## config.mk

```make
export PLATFORM = sky130hd
export DESIGN_NAME = i2c_mailbox_regs
export DESIGN_NICKNAME = d
export VERILOG_FILES = /design/src/rtl/i2c_mailbox_pkg.sv /design/src/rtl/mailbox_fifo.sv /design/src/rtl/i2c_mailbox_regs.sv
export SDC_FILE = /design/constraint.sdc
export NUM_CORES = 1
export LEC_CHECK = 0
export CORE_AREA = 2 2 155 157
export CTS_CLUSTER_DIAMETER = 120
export DETAILED_ROUTE_END_ITERATION = 6
export DIE_AREA = 0 0 157 159
export PLACE_DENSITY = 0.84
export SLEW_MARGIN = 10
export SYNTH_ARGS = -nofsm -noshare
export SYNTH_HDL_FRONTEND = slang
export SYNTH_SLANG_ARGS = --single-unit
export TNS_END_PERCENT = 100
```

## constraint.sdc

```tcl
create_clock -name i_clk -period 3.76 [get_ports i_clk]
set_input_delay 0.752 -clock i_clk [delete_from_list [all_inputs] [get_ports i_clk]]
set_output_delay 0.752 -clock i_clk [all_outputs]
set_load 0.02 [all_outputs]
```

## src/rtl/i2c_mailbox_pkg.sv

```systemverilog
// Shared register map, bit positions and helpers for the I2C mailbox register bank.
package i2c_mailbox_pkg;

   typedef logic [7:0] byte_t;

   localparam byte_t ADDR_ID        = 8'h00;
   localparam byte_t ADDR_STATUS    = 8'h01;
   localparam byte_t ADDR_CTRL      = 8'h02;
   localparam byte_t ADDR_H2L_DATA  = 8'h03;
   localparam byte_t ADDR_L2H_DATA  = 8'h04;
   localparam byte_t ADDR_H2L_LEVEL = 8'h05;
   localparam byte_t ADDR_L2H_LEVEL = 8'h06;
   localparam byte_t ADDR_ERR       = 8'h07;

   localparam int CTRL_H2L_FLUSH = 0;
   localparam int CTRL_L2H_FLUSH = 1;
   localparam int CTRL_IRQ_H2L   = 2;
   localparam int CTRL_IRQ_L2H   = 3;
   localparam int CTRL_IRQ_ERR   = 4;

   localparam int STAT_H2L_EMPTY = 0;
   localparam int STAT_H2L_FULL  = 1;
   localparam int STAT_L2H_EMPTY = 2;
   localparam int STAT_L2H_FULL  = 3;

   localparam int ERR_H2L_OVF = 0;
   localparam int ERR_L2H_UDF = 1;

   // A 256-deep FIFO holds 256 entries, one more than a byte can show.
   function automatic byte_t sat_level(input logic [8:0] count);
      return (count > 9'd255) ? 8'hFF : count[7:0];
   endfunction

endpackage

```

## src/rtl/mailbox_fifo.sv

```systemverilog
// Circular-buffer byte FIFO with flush; push is refused when full, pop when empty.
module mailbox_fifo
   import i2c_mailbox_pkg::*;
#(
   parameter int DEPTH = 16
) (
   input  logic                     clk,
   input  logic                     reset,
   input  logic                     push,
   input  logic                     pop,
   input  logic                     flush,
   input  byte_t                    wdata,
   output byte_t                    rdata,
   output logic                     empty,
   output logic                     full,
   output logic [$clog2(DEPTH):0]   level
);

   localparam int AW = $clog2(DEPTH);

   logic [AW-1:0] wr_ptr;
   logic [AW-1:0] rd_ptr;
   logic [AW:0]   count;
   byte_t         mem [DEPTH];
   logic          do_push;
   logic          do_pop;

   assign empty   = (count == '0);
   assign full    = (count == (AW+1)'(DEPTH));
   assign do_push = push & ~full;
   assign do_pop  = pop & ~empty;
   assign rdata   = mem[rd_ptr];
   assign level   = count;

   // Flush behaves like reset on the pointers and takes priority over traffic.
   always_ff @(posedge clk) begin
      if (reset || flush) begin
         wr_ptr <= '0;
         rd_ptr <= '0;
         count  <= '0;
      end else begin
         if (do_push) wr_ptr <= wr_ptr + AW'(1);
         if (do_pop)  rd_ptr <= rd_ptr + AW'(1);
         case ({do_push, do_pop})
            2'b10:   count <= count + (AW+1)'(1);
            2'b01:   count <= count - (AW+1)'(1);
            default: count <= count;
         endcase
      end
   end

   always_ff @(posedge clk) begin
      if (do_push && !flush && !reset) mem[wr_ptr] <= wdata;
   end

endmodule

```

## src/rtl/i2c_mailbox_regs.sv

```systemverilog
// Register bank with H2L/L2H mailbox FIFOs behind the I2C slave byte bus.
// Optional MAILBOX_IRQ_EN adds a registered level interrupt driven from CTRL[4:2].
module i2c_mailbox_regs
   import i2c_mailbox_pkg::*;
#(
   parameter int    DEPTH    = 16,
   parameter byte_t ID_VALUE = 8'hA5
) (
   input  logic  i_clk,
   input  logic  i_reset,
   input  logic  i_bus_cs,
   input  logic  i_bus_wr,
   input  byte_t i_bus_addr,
   input  byte_t i_bus_mosi,
   output byte_t o_bus_miso,
   output logic  o_h2l_valid,
   output byte_t o_h2l_data,
   input  logic  i_h2l_ready,
   input  logic  i_l2h_valid,
   input  byte_t i_l2h_data,
   output logic  o_l2h_ready,
   output byte_t o_ctrl,
   output logic  o_irq
);

   localparam int LW = $clog2(DEPTH) + 1;

   logic          bus_wr;
   logic          bus_rd;
   logic          h2l_empty, h2l_full, l2h_empty, l2h_full;
   logic [LW-1:0] h2l_count, l2h_count;
   byte_t         l2h_head;
   logic          h2l_push, h2l_pop, h2l_flush;
   logic          l2h_push, l2h_pop, l2h_flush;
   byte_t         ctrl_q;
   logic [1:0]    err_q;
   logic [1:0]    err_set;
   logic [1:0]    err_clr;

   assign bus_wr = i_bus_cs & i_bus_wr;
   assign bus_rd = i_bus_cs & ~i_bus_wr;

   assign h2l_push  = bus_wr && (i_bus_addr == ADDR_H2L_DATA);
   assign h2l_pop   = o_h2l_valid & i_h2l_ready;
   assign h2l_flush = bus_wr && (i_bus_addr == ADDR_CTRL) && i_bus_mosi[CTRL_H2L_FLUSH];
   assign l2h_push  = i_l2h_valid & o_l2h_ready;
   assign l2h_pop   = bus_rd && (i_bus_addr == ADDR_L2H_DATA);
   assign l2h_flush = bus_wr && (i_bus_addr == ADDR_CTRL) && i_bus_mosi[CTRL_L2H_FLUSH];

   mailbox_fifo #(.DEPTH(DEPTH)) u_h2l (
      .clk   (i_clk),
      .reset (i_reset),
      .push  (h2l_push),
      .pop   (h2l_pop),
      .flush (h2l_flush),
      .wdata (i_bus_mosi),
      .rdata (o_h2l_data),
      .empty (h2l_empty),
      .full  (h2l_full),
      .level (h2l_count)
   );

   mailbox_fifo #(.DEPTH(DEPTH)) u_l2h (
      .clk   (i_clk),
      .reset (i_reset),
      .push  (l2h_push),
      .pop   (l2h_pop),
      .flush (l2h_flush),
      .wdata (i_l2h_data),
      .rdata (l2h_head),
      .empty (l2h_empty),
      .full  (l2h_full),
      .level (l2h_count)
   );

   assign o_h2l_valid = ~h2l_empty;
   assign o_l2h_ready = ~l2h_full;
   assign o_ctrl      = ctrl_q;

   // Error events win over a W1C clear landing in the same cycle.
   always_comb begin
      err_set = 2'b00;
      err_clr = 2'b00;
      err_set[ERR_H2L_OVF] = h2l_push & h2l_full;
      err_set[ERR_L2H_UDF] = l2h_pop & l2h_empty;
      if (bus_wr && (i_bus_addr == ADDR_ERR)) err_clr = i_bus_mosi[1:0];
   end

   always_ff @(posedge i_clk) begin
      if (i_reset) begin
         ctrl_q <= '0;
         err_q  <= '0;
      end else begin
         if (bus_wr && (i_bus_addr == ADDR_CTRL)) ctrl_q <= {i_bus_mosi[7:2], 2'b00};
         err_q <= (err_q & ~err_clr) | err_set;
      end
   end

   always_comb begin
      o_bus_miso = 8'h00;
      case (i_bus_addr)
         ADDR_ID:        o_bus_miso = ID_VALUE;
         ADDR_STATUS:    o_bus_miso = {4'b0000, l2h_full, l2h_empty, h2l_full, h2l_empty};
         ADDR_CTRL:      o_bus_miso = ctrl_q;
         ADDR_L2H_DATA:  o_bus_miso = l2h_empty ? 8'h00 : l2h_head;
         ADDR_H2L_LEVEL: o_bus_miso = sat_level(9'(h2l_count));
         ADDR_L2H_LEVEL: o_bus_miso = sat_level(9'(l2h_count));
         ADDR_ERR:       o_bus_miso = {6'b000000, err_q};
         default:        o_bus_miso = 8'h00;
      endcase
   end

`ifdef MAILBOX_IRQ_EN
   logic irq_q;

   always_ff @(posedge i_clk) begin
      if (i_reset) begin
         irq_q <= 1'b0;
      end else begin
         irq_q <= (ctrl_q[CTRL_IRQ_H2L] & ~h2l_empty)
                | (ctrl_q[CTRL_IRQ_L2H] & l2h_empty)
                | (ctrl_q[CTRL_IRQ_ERR] & (|err_q));
      end
   end

   assign o_irq = irq_q;
`else
   assign o_irq = 1'b0;
`endif

endmodule
```

==> impl_metrics.csv <==
group,metric,value,unit
clock_tree,clock-sinks,298,
grt,grt_pass1_wl,41.43,mm
clock_tree,cts_root_buf,"clkbuf_16",
timing,setup_ws,0.05761,ns
clock_tree,worstSkewPairLatency,0.54,ns
die,rows,56,
placed_design,dp_hpwl,17.54,mm
layout,multi_input_area,0.003636,mm²
hold_path,hold_end,"err_q[1]$_SDFF_PP0_",
timing,max_freq,270.1,MHz
yosys,synth_edf_count,256,
layout,area_growth,18.14,%
layout,layout.nets,861,
yosys,syn_area,0.01233,mm²
timing,fin_crit_sh,98.47,%
clock_tree,numCtsBuffers,29,
placed_design,portBuffers,53,
timing,slew_headroom,55.87,%
yosys,synthTopCellsByArea,"edfxtp_1 62%, mux4_2 13%, dfxtp_1 6.8%",
worst_setup_path,startpoint,"i_bus_addr[5]",
clock_tree,clkSlewWorstSetupHoldPaths,0.06,ns
pwr,leakage,0.004781,µW
die,coreArea,0.02319,mm²
clock_tree,cts_buffer_depth,3,
worst_setup_path,end_kind,"output port",
grt,grt_usage,22.41,%
worst_setup_path,cp.required,3.01,ns
die,start_util,53.17,%
layout,num_antenna_cells,0,
timing,finalCriticalPeriod,3.702,ns
yosys,synth_top_area_cell,"edfxtp_1",
hold_path,hold_class,"flip-flop to flip-flop",
timing,slew_violations,0,
routing,vias,6789,
routing,ant_nets,0,
layout,final_util,62.81,%
layout,seq_area,0.008529,mm²
yosys,ys_types,60,
worst_setup_path,start_kind,"input port",
layout,fillCellCount,1552,
yosys,yosys_warnings,0,
timing,rsz0062_at_grt,"no",
timing,skew,0.02572,ns
yosys,ys_seq_area_share,69.16,%
status,status,"finished, final reports clean",
grt,overflow,0,
die,die_y,159,µm
worst_setup_path,reg2reg_slack,0.89,ns
pwr,power,6423,µW
yosys,synth.avg_cell_area,17.74,µm²
placed_design,dpl_cell_area,0.01371,mm²
die,die_area,0.02496,mm²
hold_path,hold_path.startpoint,"err_q[1]$_SDFF_PP0_",
layout,drive_gt1_share,26.59,%
yosys,synthCells,695,
yosys,yosysMostFrequentCell,"edfxtp_1",
yosys,synthFlopType,"edfxtp_1",
yosys,synthArstFlopShare,0,%
routing,drt-vias-per-instance,5.883,
clock_tree,cts_setup_buffers,0,
pwr,power_density,440.9,mW/mm²
timing,tightest_slew,0.6610,ns
yosys,ys_ff_latch,298,
grt,grt_max_degree,33,
timing,setup_viol_count_final,0,
clock_tree,cts_tree,"built",
worst_setup_path,worstSetupPathType,"input port to output port",
routing,drc,0,
worst_setup_path,arrival,2.95,ns
worst_setup_path,r2r_cells,11,
routing,drt-total-wl,27.18,mm
timing,hold_ws,0.4782,ns
routing,dr.pass1.iters,5,
timing,hold_viol,0,
placed_design,pre_cts_slack,-0.4764,ns
die,die_w,157,µm
yosys,synth_common_cells,"256 x edfxtp_1, 72 x mux4_2, 42 x dfxtp_1",
die,ioPinCount,57,
worst_setup_path,worstReg2RegEnd,"u_h2l.level[3]$_SDFFE_PP0P_",
pwr,ir_drop,0.4407,mV
clock_tree,htreeDepth,1,
routing,dr.first_iter.drc_count,512,
worst_setup_path,r2r-start,"u_h2l.level[1]$_SDFFE_PP0P_",
grt,antenna_found_initial,0,
layout,finish.instance_area,0.01457,mm²
placed_design,gp_congestion,0.8783,
worst_setup_path,crit_path_max_fanout,4,
run,cap_violations,0,
yosys,synth_top_area_share,62.34,%
routing,wl_per_cell,23.56,µm
hold_path,hold_depth,2,
grt,grt_pass1_vias,7001,
-- per-stage QoR --
step                      TNS (ns)  cells
after floorplan                  0    697
after global placement      -3.001   1102
after detailed placement    -3.351   1102
after CTS                        0   1154
after global routing             0   1154
final                            0   1154
-- report_power, final --
group	leakage (µW)	switching, µW	internal, µW
Sequential	0.00264	10.5	3600
Combinational	0.00172	118	74.2
Clock	0.000416	1140	1480
-- worst max-delay path, stage by stage --
cell	delay [ns]
clkdlybuf4s50_1	0.39
or4_4	0.56
or2_4	0.28
or4_4	0.51
nor2_1	0.11
or3_1	0.15
buf_2	0.18
-- cells in the final DEF, fill, tap and decap left out, types with 4 or more instances in the layout --
cell type        count
or3_1                6
clkinv_1             5
and3_1               9
mux4_2              72
dfxtp_1             41
buf_12               6
buf_2                4
clkbuf_16           29
a21oi_1             15
inv_1               13
nor2b_1              4
clkdlybuf4s50_1     45
clkinv_2             6
a32oi_1              4
o21ai_0             15
nand3_1              9
xnor2_1              9
nand4_1              5
xor2_1               9
mux2_2              11
and2_1              20
ha_1                17
mux2i_1             19
nand2_1             19
nor3_1               5
nor2_1              38
clkbuf_1            11
edfxtp_1           256
buf_4               67
nor3b_1              4
nor4_1               6
-- per-layer routing --
layer	up-vias	wire length, µm	track usage, %
met4	0	814	6.505
met1	3428	10470	29.43
met2	296	14020	39.06
li1	3002	-	-
met3	63	1876	3.157
met5	-	0	0
-- registers in the layout, summed over array words and instances, names as in the netlist, named ones only --
name / cells
u_h2l.mem: 128
u_l2h.mem: 128
o_ctrl: 6
u_h2l.level: 5
u_l2h.level: 5
u_h2l.rd_ptr: 4
u_h2l.wr_ptr: 4
u_l2h.rd_ptr: 4
u_l2h.wr_ptr: 4
err_q: 2
-- area by class of cell --
| cell class | instances | share of cell area, % |
|---|---|---|
| inverters | 13 | 0.3350 |
| multi-input cells | 347 | 24.96 |
| repair buffers | 125 | 7.610 |
| clock buffers | 40 | 5.265 |
| clock inverters | 12 | 0.5411 |
| flip-flops and latches | 298 | 58.55 |
| well taps | 319 | 2.740 |
-- logic make-up (layout without fill, tap and decap cells) --
group	Yosys count	in the layout	share of synthesized area, %
other	1	3	0.03041
buffers and inverters	52	190	1.867
DFF	298	298	69.16
xor gates and xnor gates	18	18	1.279
muxes	102	102	15.70
and+or+nand+nor	152	152	7.336
AOI/OAI and AO/OA	55	55	2.902
adders and majority gates	17	17	1.725
-- repair_timing --
item	in CTS	in global routing
hold buffers	0	0
endpoints found under the setup margin	8	6
pin swaps	0	1
gates resized for setup	32	8
-- how the worst max path moves through the flow --
stage	to	slack (ns)	cells past startpoint
4_1_cts	o_bus_miso[4]	0.002	6
3_3_place_gp	o_bus_miso[4]	-0.47	6
5_1_grt	o_bus_miso[5]	0.01	7
2_1_floorplan	u_h2l.level[4]$_SDFFE_PP0P_	0.21	12
6_report	o_bus_miso[5]	0.06	7
3_5_place_dp	o_bus_miso[4]	-0.48	6
Power figures use the tool's default switching activity.
